--- config.mk ---
export PLATFORM = sky130hd
export DESIGN_NAME = load_store_unit
export DESIGN_NICKNAME = d
export VERILOG_FILES = /design/src/rtl/cpu_pkg.sv /design/src/rtl/lsu_align.sv /design/src/rtl/load_store_unit.sv
export SDC_FILE = /design/constraint.sdc
export NUM_CORES = 1
export LEC_CHECK = 0
export ABC_AREA = 1
export BUFFER_PORTS_ARGS = -buffer_cell sky130_fd_sc_hd__buf_2
export CORE_MARGIN = 2
export CORE_UTILIZATION = 45
export CTS_BUF_LIST = sky130_fd_sc_hd__clkbuf_8 sky130_fd_sc_hd__clkbuf_16
export DETAILED_ROUTE_END_ITERATION = 10
export PLACE_DENSITY = 0.78
export SYNTH_ARGS = -nofsm -noshare
export SYNTH_HDL_FRONTEND = slang
export SYNTH_HIERARCHICAL = 1
export SYNTH_SLANG_ARGS = --single-unit
--- constraint.sdc ---
create_clock -name clk -period 1.47 [get_ports clk]
set_input_delay 0.2205 -clock clk [delete_from_list [all_inputs] [get_ports clk]]
set_output_delay 0.2205 -clock clk [all_outputs]
set_load 0.03 [all_outputs]
--- src/rtl/cpu_pkg.sv ---
// Shared core package: RV32 load/store funct3 codes, trap causes, LSU state type,
// and the request legality check used at accept time.
package cpu_pkg;

  localparam logic [2:0] F3_B  = 3'b000;
  localparam logic [2:0] F3_H  = 3'b001;
  localparam logic [2:0] F3_W  = 3'b010;
  localparam logic [2:0] F3_BU = 3'b100;
  localparam logic [2:0] F3_HU = 3'b101;

  localparam logic [3:0] CAUSE_NONE        = 4'd0;
  localparam logic [3:0] CAUSE_LD_MISALIGN = 4'd4;
  localparam logic [3:0] CAUSE_LD_ACCESS   = 4'd5;
  localparam logic [3:0] CAUSE_ST_MISALIGN = 4'd6;
  localparam logic [3:0] CAUSE_ST_ACCESS   = 4'd7;

  typedef enum logic [1:0] {
    ST_IDLE  = 2'd0,
    ST_BUS   = 2'd1,
    ST_FAULT = 2'd2
  } lsu_state_e;

  // Trap cause for a request, CAUSE_NONE when it may go to the bus.
  // Undefined encodings take precedence over alignment.
  function automatic logic [3:0] lsu_check(input logic       write,
                                           input logic [2:0] f3,
                                           input logic [1:0] addr_lo);
    logic undef;
    logic misal;
    undef = (f3 == 3'b011) || (f3[2:1] == 2'b11) || (write && f3[2]);
    misal = ((f3[1:0] == 2'b01) && addr_lo[0]) ||
            ((f3[1:0] == 2'b10) && (addr_lo != 2'b00));
    if (undef)      return write ? CAUSE_ST_ACCESS   : CAUSE_LD_ACCESS;
    else if (misal) return write ? CAUSE_ST_MISALIGN : CAUSE_LD_MISALIGN;
    else            return CAUSE_NONE;
  endfunction

endpackage

--- src/rtl/lsu_align.sv ---
// Combinational byte-lane logic: store data replication and strobes, load
// shift and sign/zero extension. Also used by the core's forwarding path.
module lsu_align
  import cpu_pkg::*;
(
  input  logic [2:0]  i_funct3,
  input  logic [1:0]  i_addr_lo,
  input  logic [31:0] i_wdata,
  input  logic [31:0] i_rdata,
  output logic [31:0] o_wdata,
  output logic [3:0]  o_wstrb,
  output logic [31:0] o_rdata
);

  logic [31:0] w_shift;

  // Store: replicate the right-aligned datum into every lane, strobe its slot
  always_comb begin
    o_wdata = i_wdata;
    o_wstrb = 4'b1111;
    case (i_funct3[1:0])
      2'b00: begin
        o_wdata = {4{i_wdata[7:0]}};
        o_wstrb = 4'b0001 << i_addr_lo;
      end
      2'b01: begin
        o_wdata = {2{i_wdata[15:0]}};
        o_wstrb = 4'b0011 << i_addr_lo;
      end
      default: begin
        o_wdata = i_wdata;
        o_wstrb = 4'b1111;
      end
    endcase
  end

  assign w_shift = i_rdata >> {i_addr_lo, 3'b000};

  // Load: bring the addressed bytes to bit 0, then extend
  always_comb begin
    o_rdata = i_rdata;
    case (i_funct3)
      F3_B:    o_rdata = {{24{w_shift[7]}},  w_shift[7:0]};
      F3_H:    o_rdata = {{16{w_shift[15]}}, w_shift[15:0]};
      F3_BU:   o_rdata = {24'd0, w_shift[7:0]};
      F3_HU:   o_rdata = {16'd0, w_shift[15:0]};
      default: o_rdata = i_rdata;
    endcase
  end

endmodule

--- src/rtl/load_store_unit.sv ---
// RV32 load/store unit: one request in flight, one word-bus transaction per
// legal request, one registered response pulse per accepted request.
// Optional feature macro: LSU_TIMEOUT_EN (bus watchdog of TIMEOUT cycles).
module load_store_unit
  import cpu_pkg::*;
#(
  parameter int unsigned TIMEOUT = 64
) (
  input  logic        clk,
  input  logic        resetn,
  input  logic        req_valid,
  output logic        req_ready,
  input  logic        req_write,
  input  logic [2:0]  req_funct3,
  input  logic [31:0] req_addr,
  input  logic [31:0] req_wdata,
  output logic        rsp_valid,
  output logic [31:0] rsp_rdata,
  output logic        rsp_fault,
  output logic [3:0]  rsp_cause,
  output logic        mem_ready,
  input  logic        mem_valid,
  output logic [31:0] mem_addr,
  output logic [31:0] mem_wdata,
  output logic [3:0]  mem_wstrb,
  input  logic [31:0] mem_rdata
);

  lsu_state_e  r_state, w_next;
  logic [31:0] r_addr, r_wdata;
  logic [2:0]  r_funct3;
  logic        r_write;
  logic [3:0]  r_cause;
  logic        r_rsp_valid, r_rsp_fault;
  logic [3:0]  r_rsp_cause;
  logic [31:0] r_rsp_rdata;

  logic        w_accept, w_done, w_tmo, w_timeout;
  logic [3:0]  w_cause;
  logic [31:0] w_st_data, w_ld_data;
  logic [3:0]  w_st_strb;

  assign w_cause  = lsu_check(req_write, req_funct3, req_addr[1:0]);
  assign w_accept = req_valid && (r_state == ST_IDLE);

  // Lane logic runs on the latched request so bus outputs stay stable in BUS
  lsu_align u_align (
    .i_funct3  (r_funct3),
    .i_addr_lo (r_addr[1:0]),
    .i_wdata   (r_wdata),
    .i_rdata   (mem_rdata),
    .o_wdata   (w_st_data),
    .o_wstrb   (w_st_strb),
    .o_rdata   (w_ld_data)
  );

`ifdef LSU_TIMEOUT_EN
  localparam int CNT_W = $clog2(TIMEOUT + 1);
  logic [CNT_W-1:0] r_cnt;

  // Cycles spent in BUS since entry; cleared everywhere else
  always_ff @(posedge clk) begin
    if (!resetn)                r_cnt <= '0;
    else if (r_state == ST_BUS) r_cnt <= r_cnt + 1'b1;
    else                        r_cnt <= '0;
  end

  assign w_timeout = (r_cnt == CNT_W'(TIMEOUT - 1));
`else
  assign w_timeout = 1'b0;
`endif

  // State register
  always_ff @(posedge clk) begin
    if (!resetn) r_state <= ST_IDLE;
    else         r_state <= w_next;
  end

  // Next state; a completion always wins over a same-cycle timeout
  always_comb begin
    w_next = r_state;
    w_done = 1'b0;
    w_tmo  = 1'b0;
    case (r_state)
      ST_IDLE: begin
        if (req_valid) w_next = (w_cause != CAUSE_NONE) ? ST_FAULT : ST_BUS;
      end
      ST_BUS: begin
        if (mem_valid) begin
          w_next = ST_IDLE;
          w_done = 1'b1;
        end else if (w_timeout) begin
          w_next = ST_IDLE;
          w_tmo  = 1'b1;
        end
      end
      ST_FAULT: w_next = ST_IDLE;
      default:  w_next = ST_IDLE;
    endcase
  end

  // Request latch and registered response
  always_ff @(posedge clk) begin
    if (!resetn) begin
      r_addr      <= '0;
      r_wdata     <= '0;
      r_funct3    <= '0;
      r_write     <= 1'b0;
      r_cause     <= CAUSE_NONE;
      r_rsp_valid <= 1'b0;
      r_rsp_fault <= 1'b0;
      r_rsp_cause <= CAUSE_NONE;
      r_rsp_rdata <= '0;
    end else begin
      r_rsp_valid <= 1'b0;
      if (w_accept) begin
        r_addr   <= req_addr;
        r_wdata  <= req_wdata;
        r_funct3 <= req_funct3;
        r_write  <= req_write;
        r_cause  <= w_cause;
      end
      if (w_done) begin
        r_rsp_valid <= 1'b1;
        r_rsp_fault <= 1'b0;
        r_rsp_cause <= CAUSE_NONE;
        r_rsp_rdata <= r_write ? 32'd0 : w_ld_data;
      end else if (w_tmo) begin
        r_rsp_valid <= 1'b1;
        r_rsp_fault <= 1'b1;
        r_rsp_cause <= r_write ? CAUSE_ST_ACCESS : CAUSE_LD_ACCESS;
        r_rsp_rdata <= '0;
      end else if (r_state == ST_FAULT) begin
        r_rsp_valid <= 1'b1;
        r_rsp_fault <= 1'b1;
        r_rsp_cause <= r_cause;
        r_rsp_rdata <= '0;
      end
    end
  end

  assign req_ready = (r_state == ST_IDLE);
  assign mem_ready = (r_state == ST_BUS);
  assign mem_addr  = {r_addr[31:2], 2'b00};
  assign mem_wdata = w_st_data;
  assign mem_wstrb = r_write ? w_st_strb : 4'b0000;
  assign rsp_valid = r_rsp_valid;
  assign rsp_fault = r_rsp_fault;
  assign rsp_cause = r_rsp_cause;
  assign rsp_rdata = r_rsp_rdata;

endmodule

== Word level (Yosys, flattened, before mapping) ==
Index checks and enable logic that the tools add are counted.

* Word-level logic and storage cells: 60
* Input bits: 104
* Register bits after elaboration: 112

* Multiplexer cells: 19
* Reduce and logical (&&, ||, !) cells: 15
* Bitwise logic cells: 1
* Shift-type cells: 3
* Equality and inequality tests: 12

{| class="wikitable"
|+ Operators with widths
! kind !! count
|-
| $pmux 32 s4 || 1
|-
| $mux 32 || 3
|-
| $pmux 32 s2 || 1
|-
| $shr 32x5->16 || 1
|-
| $mux 2 || 5
|-
| $mux 4 || 2
|-
| $pmux 4 s2 || 1
|-
| $eq 2x1->1 const B || 3
|-
| $eq 2x2->1 const B || 3
|-
| $eq 3x3->1 const B || 2
|-
| $logic_and 1x1->1 || 4
|-
| $logic_not 2->1 || 2
|-
| $mux 1 || 4
|-
| $pmux 2 s2 || 1
|-
| $reduce_bool 2->1 || 2
|-
| $reduce_bool 4->1 || 1
|-
| $shl 1x2->4 const A || 1
|-
| $shl 2x2->4 const A || 1
|-
| $eq 3x1->1 const B || 1
|-
| $eq 3x2->1 const B || 1
|-
| $logic_not 3->1 || 1
|-
| $logic_or 1x1->1 || 3
|-
| $mux 3 || 1
|-
| $ne 2x1->1 const B || 1
|-
| 4 further kinds || 4
|}

== Depth between registers and ports, before layout ==
* Depth in word-level cells: 9
* Gate-level depth with buffers: 12
* Gate-level depth less buffers: 11

== By module ==
Netlist, hierarchy kept.

{| class="wikitable"
|+ By module, submodules not included
! module !! instances !! area an instance (um^2) !! cells an instance
|-
| load_store_unit || 1 || 4391.7 || 535
|-
| lsu_align || 1 || 1227.4 || 263
|}

== Worst setup path after synthesis ==
Ideal clock, no wire load.

* Path kind: register to output
* Start point: register r_funct3[1]
* End point: output port mem_wdata[11]
* Stages on the path, launching flop included: 5
* Path buffers: 2
* Setup slack: -290 ps
* Arrival: 1539 ps
* Path through: dfxtp_1 -> buf_2 -> nor2_1 -> buf_2 -> o21ai_0

* Word-level cells in the longest chain between the ends: 2
* Elaborated cells on any way between the ends: 3
* Those cells by class: eq/ne (1); mux (1); reduce/logical (1)

{| class="wikitable"
|+ RTL lines
! item !! line !! text
|-
| start: declaration || load_store_unit.sv:31 || <nowiki>logic [2:0] r_funct3;</nowiki>
|-
| start signal: assignment || load_store_unit.sv:119 || <nowiki>r_funct3 <= req_funct3;</nowiki>
|-
| $eq 2x1->1 / $logic_not 2->1 (equally long branches) || lsu_align.sv:21 || <nowiki>case (i_funct3[1:0])</nowiki>
|-
| $pmux 32 s2 (*) || lsu_align.sv:21 ||
|-
| end: declaration || load_store_unit.sv:24 || <nowiki>output logic [31:0] mem_wdata,</nowiki>
|}

Every way passes the cells marked *; elsewhere a longest branch is shown, timed or not.

== Final worst setup path ==
* Start point: register r_funct3[1]
* End point: output port mem_wdata[24]

The elaborated chain is that of the path after synthesis.

==> impl_metrics.env <==
export IMPL_status="finished, violations left"
export IMPL_violations="negative setup slack"
export IMPL_cp_start_kind="flop"
export IMPL_timing_rr_start="r_addr[0]"
export IMPL_ir_worst_vdd_v=0.0009383
export IMPL_final_max_slew_viol_count=0
export IMPL_yosys_warnings=6
export IMPL_cp_data_required_time_ns=1.25
export IMPL_p_leak_nw=3.557
export IMPL_cts_reportedPaths_clkPinSlew_ns=0.08
export IMPL_synth_top_family_by_area="simple AND/OR/NAND/NOR gates"
export IMPL_reg2reg_depth=11
export IMPL_core_region_area_sq_um=12110
export IMPL_grt_met3_usage_pct=9.310
export IMPL_die_x_um=115.7
export IMPL_synth_cell_types=29
export IMPL_cts_root_buffer="clkbuf_16"
export IMPL_hold_viol=0
export IMPL_cp_end_kind="primary output"
export IMPL_synth_top_cell_area_share_pct=39.19
export IMPL_cts_inserted_buffers=9
export IMPL_avgSynthCellArea_sq_um=7.042
export IMPL_power_frac_comb_pct=29.0
export IMPL_clock_fmax_ghz=0.5971
export IMPL_avgViaCountPerCell=4.960
export IMPL_nets=1075
export IMPL_synth_compound_area_share_pct=15.16
export IMPL_synth_common_cells="192 x nand2_1, 143 x nor2_1, 110 x dfxtp_1"
export IMPL_wire_per_inst_um=14.19
export IMPL_slowest_delay_ns=0.39
export IMPL_rr_endpoint="rsp_rdata[14]"
export IMPL_hold_ws_ns=0.09837
export IMPL_arrival_ns=1.45
export IMPL_p_switching_w=0.002809
export IMPL_worstSetupEndpoint="mem_wdata[24]"
export IMPL_grt_max_degree=67
export IMPL_met2_usage_pct=41.40
export IMPL_drt_pass1_iter_count=5
export IMPL_synth_ff_type="dfxtp_1"
export IMPL_routed_wl_um=16260
export IMPL_antenna_found_initial=1
export IMPL_cts_sinks=110
export IMPL_synth_seq_cells=110
export IMPL_setup_violations=27
export IMPL_use_met1_pct=26.58
export IMPL_start_util_pct=46.39
export IMPL_grt_busiest_layer="met2"
export IMPL_seqCellArea_sq_um=2215
export IMPL_path_max_fanout=6
export IMPL_sequentialPowerShare_pct=40.7
export IMPL_track_usage_pct=23.98
export IMPL_post_place_ws_ns=0.003820
export IMPL_area_delta_synth_final_pct=31.04
export IMPL_synth_xor_area_share_pct=0
export IMPL_crit_chain="nor2_4, buf_8, nand2_4, o211ai_1, buf_4"
export IMPL_cts_buffer_depth=2
export IMPL_p_clk_share_pct=30.3
export IMPL_grt_first_pass_wirelength_um=25150
export IMPL_finalWorstSetupSlack_ns=-0.2047
export IMPL_drive_above_1_share_pct=40.27
export IMPL_portBuffers=208
export IMPL_yosysMostFrequentCell="nand2_1"
export IMPL_clock_latency_ns=0.36
export IMPL_fill_cells=1140
export IMPL_drc=0
export IMPL_muxShareOfSynthArea_pct=0
export IMPL_synthSimpleGateAreaFrac_pct=31.95
export IMPL_fin_cells=1146
export IMPL_via_count=5684
export IMPL_overflow=0
export IMPL_rsz0062_at_grt="true"
export IMPL_multi_input_area_sq_um=2867
export IMPL_cts_tree="yes"
export IMPL_synthesis_area_sq_um=5619
export IMPL_fin_crit_sh_pct=113.9
export IMPL_num_rows=40
export IMPL_p_per_area_nw_per_um2=1113
export IMPL_p_int_w=0.005384
export IMPL_hpwl_um=11420
export IMPL_final_min_clock_period_ns=1.675
export IMPL_grt_pass1_vias=5279
export IMPL_async_reset_ff_share_pct=0
export IMPL_path_class="reg -> out"
export IMPL_postRouteAntennaNets=0
export IMPL_max_cap_violations=0
export IMPL_min_path_type="in -> reg"
export IMPL_io_pins=212
export IMPL_ys_seq_area_share_pct=39.19
export IMPL_finClkSkew_ns=0.01096
export IMPL_gp_congestion=0.9134
export IMPL_dieHeight_um=115.7
export IMPL_drtIter0Drc=368
export IMPL_die_area_sq_um=13400
export IMPL_cts_hold_buf=0
export IMPL_synth_edf_count=0
export IMPL_htree_levels=3
export IMPL_cp_slowest_cell="dfxtp_4"
export IMPL_swShare_pct=34.28
export IMPL_synthCells=798
export IMPL_r2r_slack_ns=0.01
export IMPL_critPathLaunch="r_funct3[1]"
export IMPL_synth_largest_area_cell="dfxtp_1"
export IMPL_synthAdderAreaFrac_pct=0
export IMPL_synth_area_leaders="dfxtp_1 39%, nand2_1 13%, nor2_1 9.6%"
export IMPL_dp_cells=1123
metal layers:
| layer | share of wire [%] | wire length, um |
|---|---|---|
| met1 | 39 | 6406 |
| met5 | 0 | 0 |
| met3 | 9.6 | 1565 |
| met2 | 48 | 7791 |
| met4 | 3.1 | 498 |
cell usage in the layout (no fill, tap or decap), types with 4 or more instances in the layout:
cell	netlist	final
buf_4	45	30
nor2_1	143	138
nand2_4	3	11
nand4_1	8	8
buf_2	17	180
nand2_1	192	163
a21oi_1	13	12
nand2_2	32	53
dfxtp_1	110	106
o21ai_0	77	61
clkbuf_16	0	10
nor2_4	2	5
a22oi_1	7	4
nand3_1	36	33
inv_2	8	6
buf_6	7	28
o21ai_2	0	6
o211ai_1	4	4
inv_1	29	29
o21ai_1	10	19
buf_12	3	5
a21oi_2	30	31
flip-flops by register name, summed over array words and instances (netlist names):
register   flops
rsp_cause      3
r_addr        32
r_funct3       3
r_cause        3
rsp_fault      1
r_wdata       32
r_state        2
rsp_valid      1
r_write        1
rsp_rdata     32
worst min path at each step:
stage,end,from,cells past startpoint,slack (ns)
after floorplan,r_addr[10],req_addr[10],2,0.37
after global placement,rsp_rdata[0],rsp_rdata[0],2,0.45
after detailed placement,rsp_rdata[0],rsp_rdata[0],2,0.45
after CTS,r_wdata[6],req_wdata[6],3,0.08
after global routing,r_addr[26],req_addr[26],3,0.10
final,r_addr[15],req_addr[15],3,0.1
critical path: cells and delay by family (launching register included):
kind            cells  cell delay, ns
flops               1            0.39
buf+inv             2            0.38
simple gates        2            0.21
compound gates      1            0.11
power groups by stage:
stage	logic, W	registers (W)	clock network (W)
6_report	0.00237	0.00334	0.00248
5_1_grt	0.00258	0.00336	0.00267
4_1_cts	0.00222	0.00333	0.00255
3_5_place_dp	0.00204	0.00338	0
3_3_place_gp	0.00202	0.00338	0
2_1_floorplan	0.00151	0.00339	0
cells by family after synthesis:
logic type	Yosys count
buf+inv	125
other cells	1
flops	110
compound gates	142
simple gates	420
area by class of cell:
| cell class | instances | share of cell area [%] |
|---|---|---|
| antenna | 2 | 0.06797 |
| clock buffer | 9 | 3.059 |
| clock inverter | 7 | 0.9856 |
| inverter | 38 | 2.141 |
| multi-input combinational | 565 | 38.93 |
| sequential | 110 | 30.08 |
| tap | 168 | 2.855 |
| timing repair buffer | 247 | 21.89 |
what timing repair did:
action | CTS | global route
resized for setup | 87 | 65
pin swaps | 13 | 46
endpoints found under the setup margin | 43 | 58
cloned | 1 | 1
buffers inserted | 3 | 0
metrics by stage:
stage | setup TNS (ns) | cell area, sq um | power (W) | util [%]
final | -2.580 | 7363 | 0.008193 | 60.80
after global routing | -6.235 | 7361 | 0.008608 | 60.77
after CTS | -3.200 | 7126 | 0.008095 | 58.83
after detailed placement | 0 | 6563 | 0.005421 | 54.18
after global placement | 0 | 6563 | 0.005395 | 54.18
after floorplan | -0.2581 | 5627 | 0.004896 | -
Note: power is estimated with default switching activity, not from simulation.
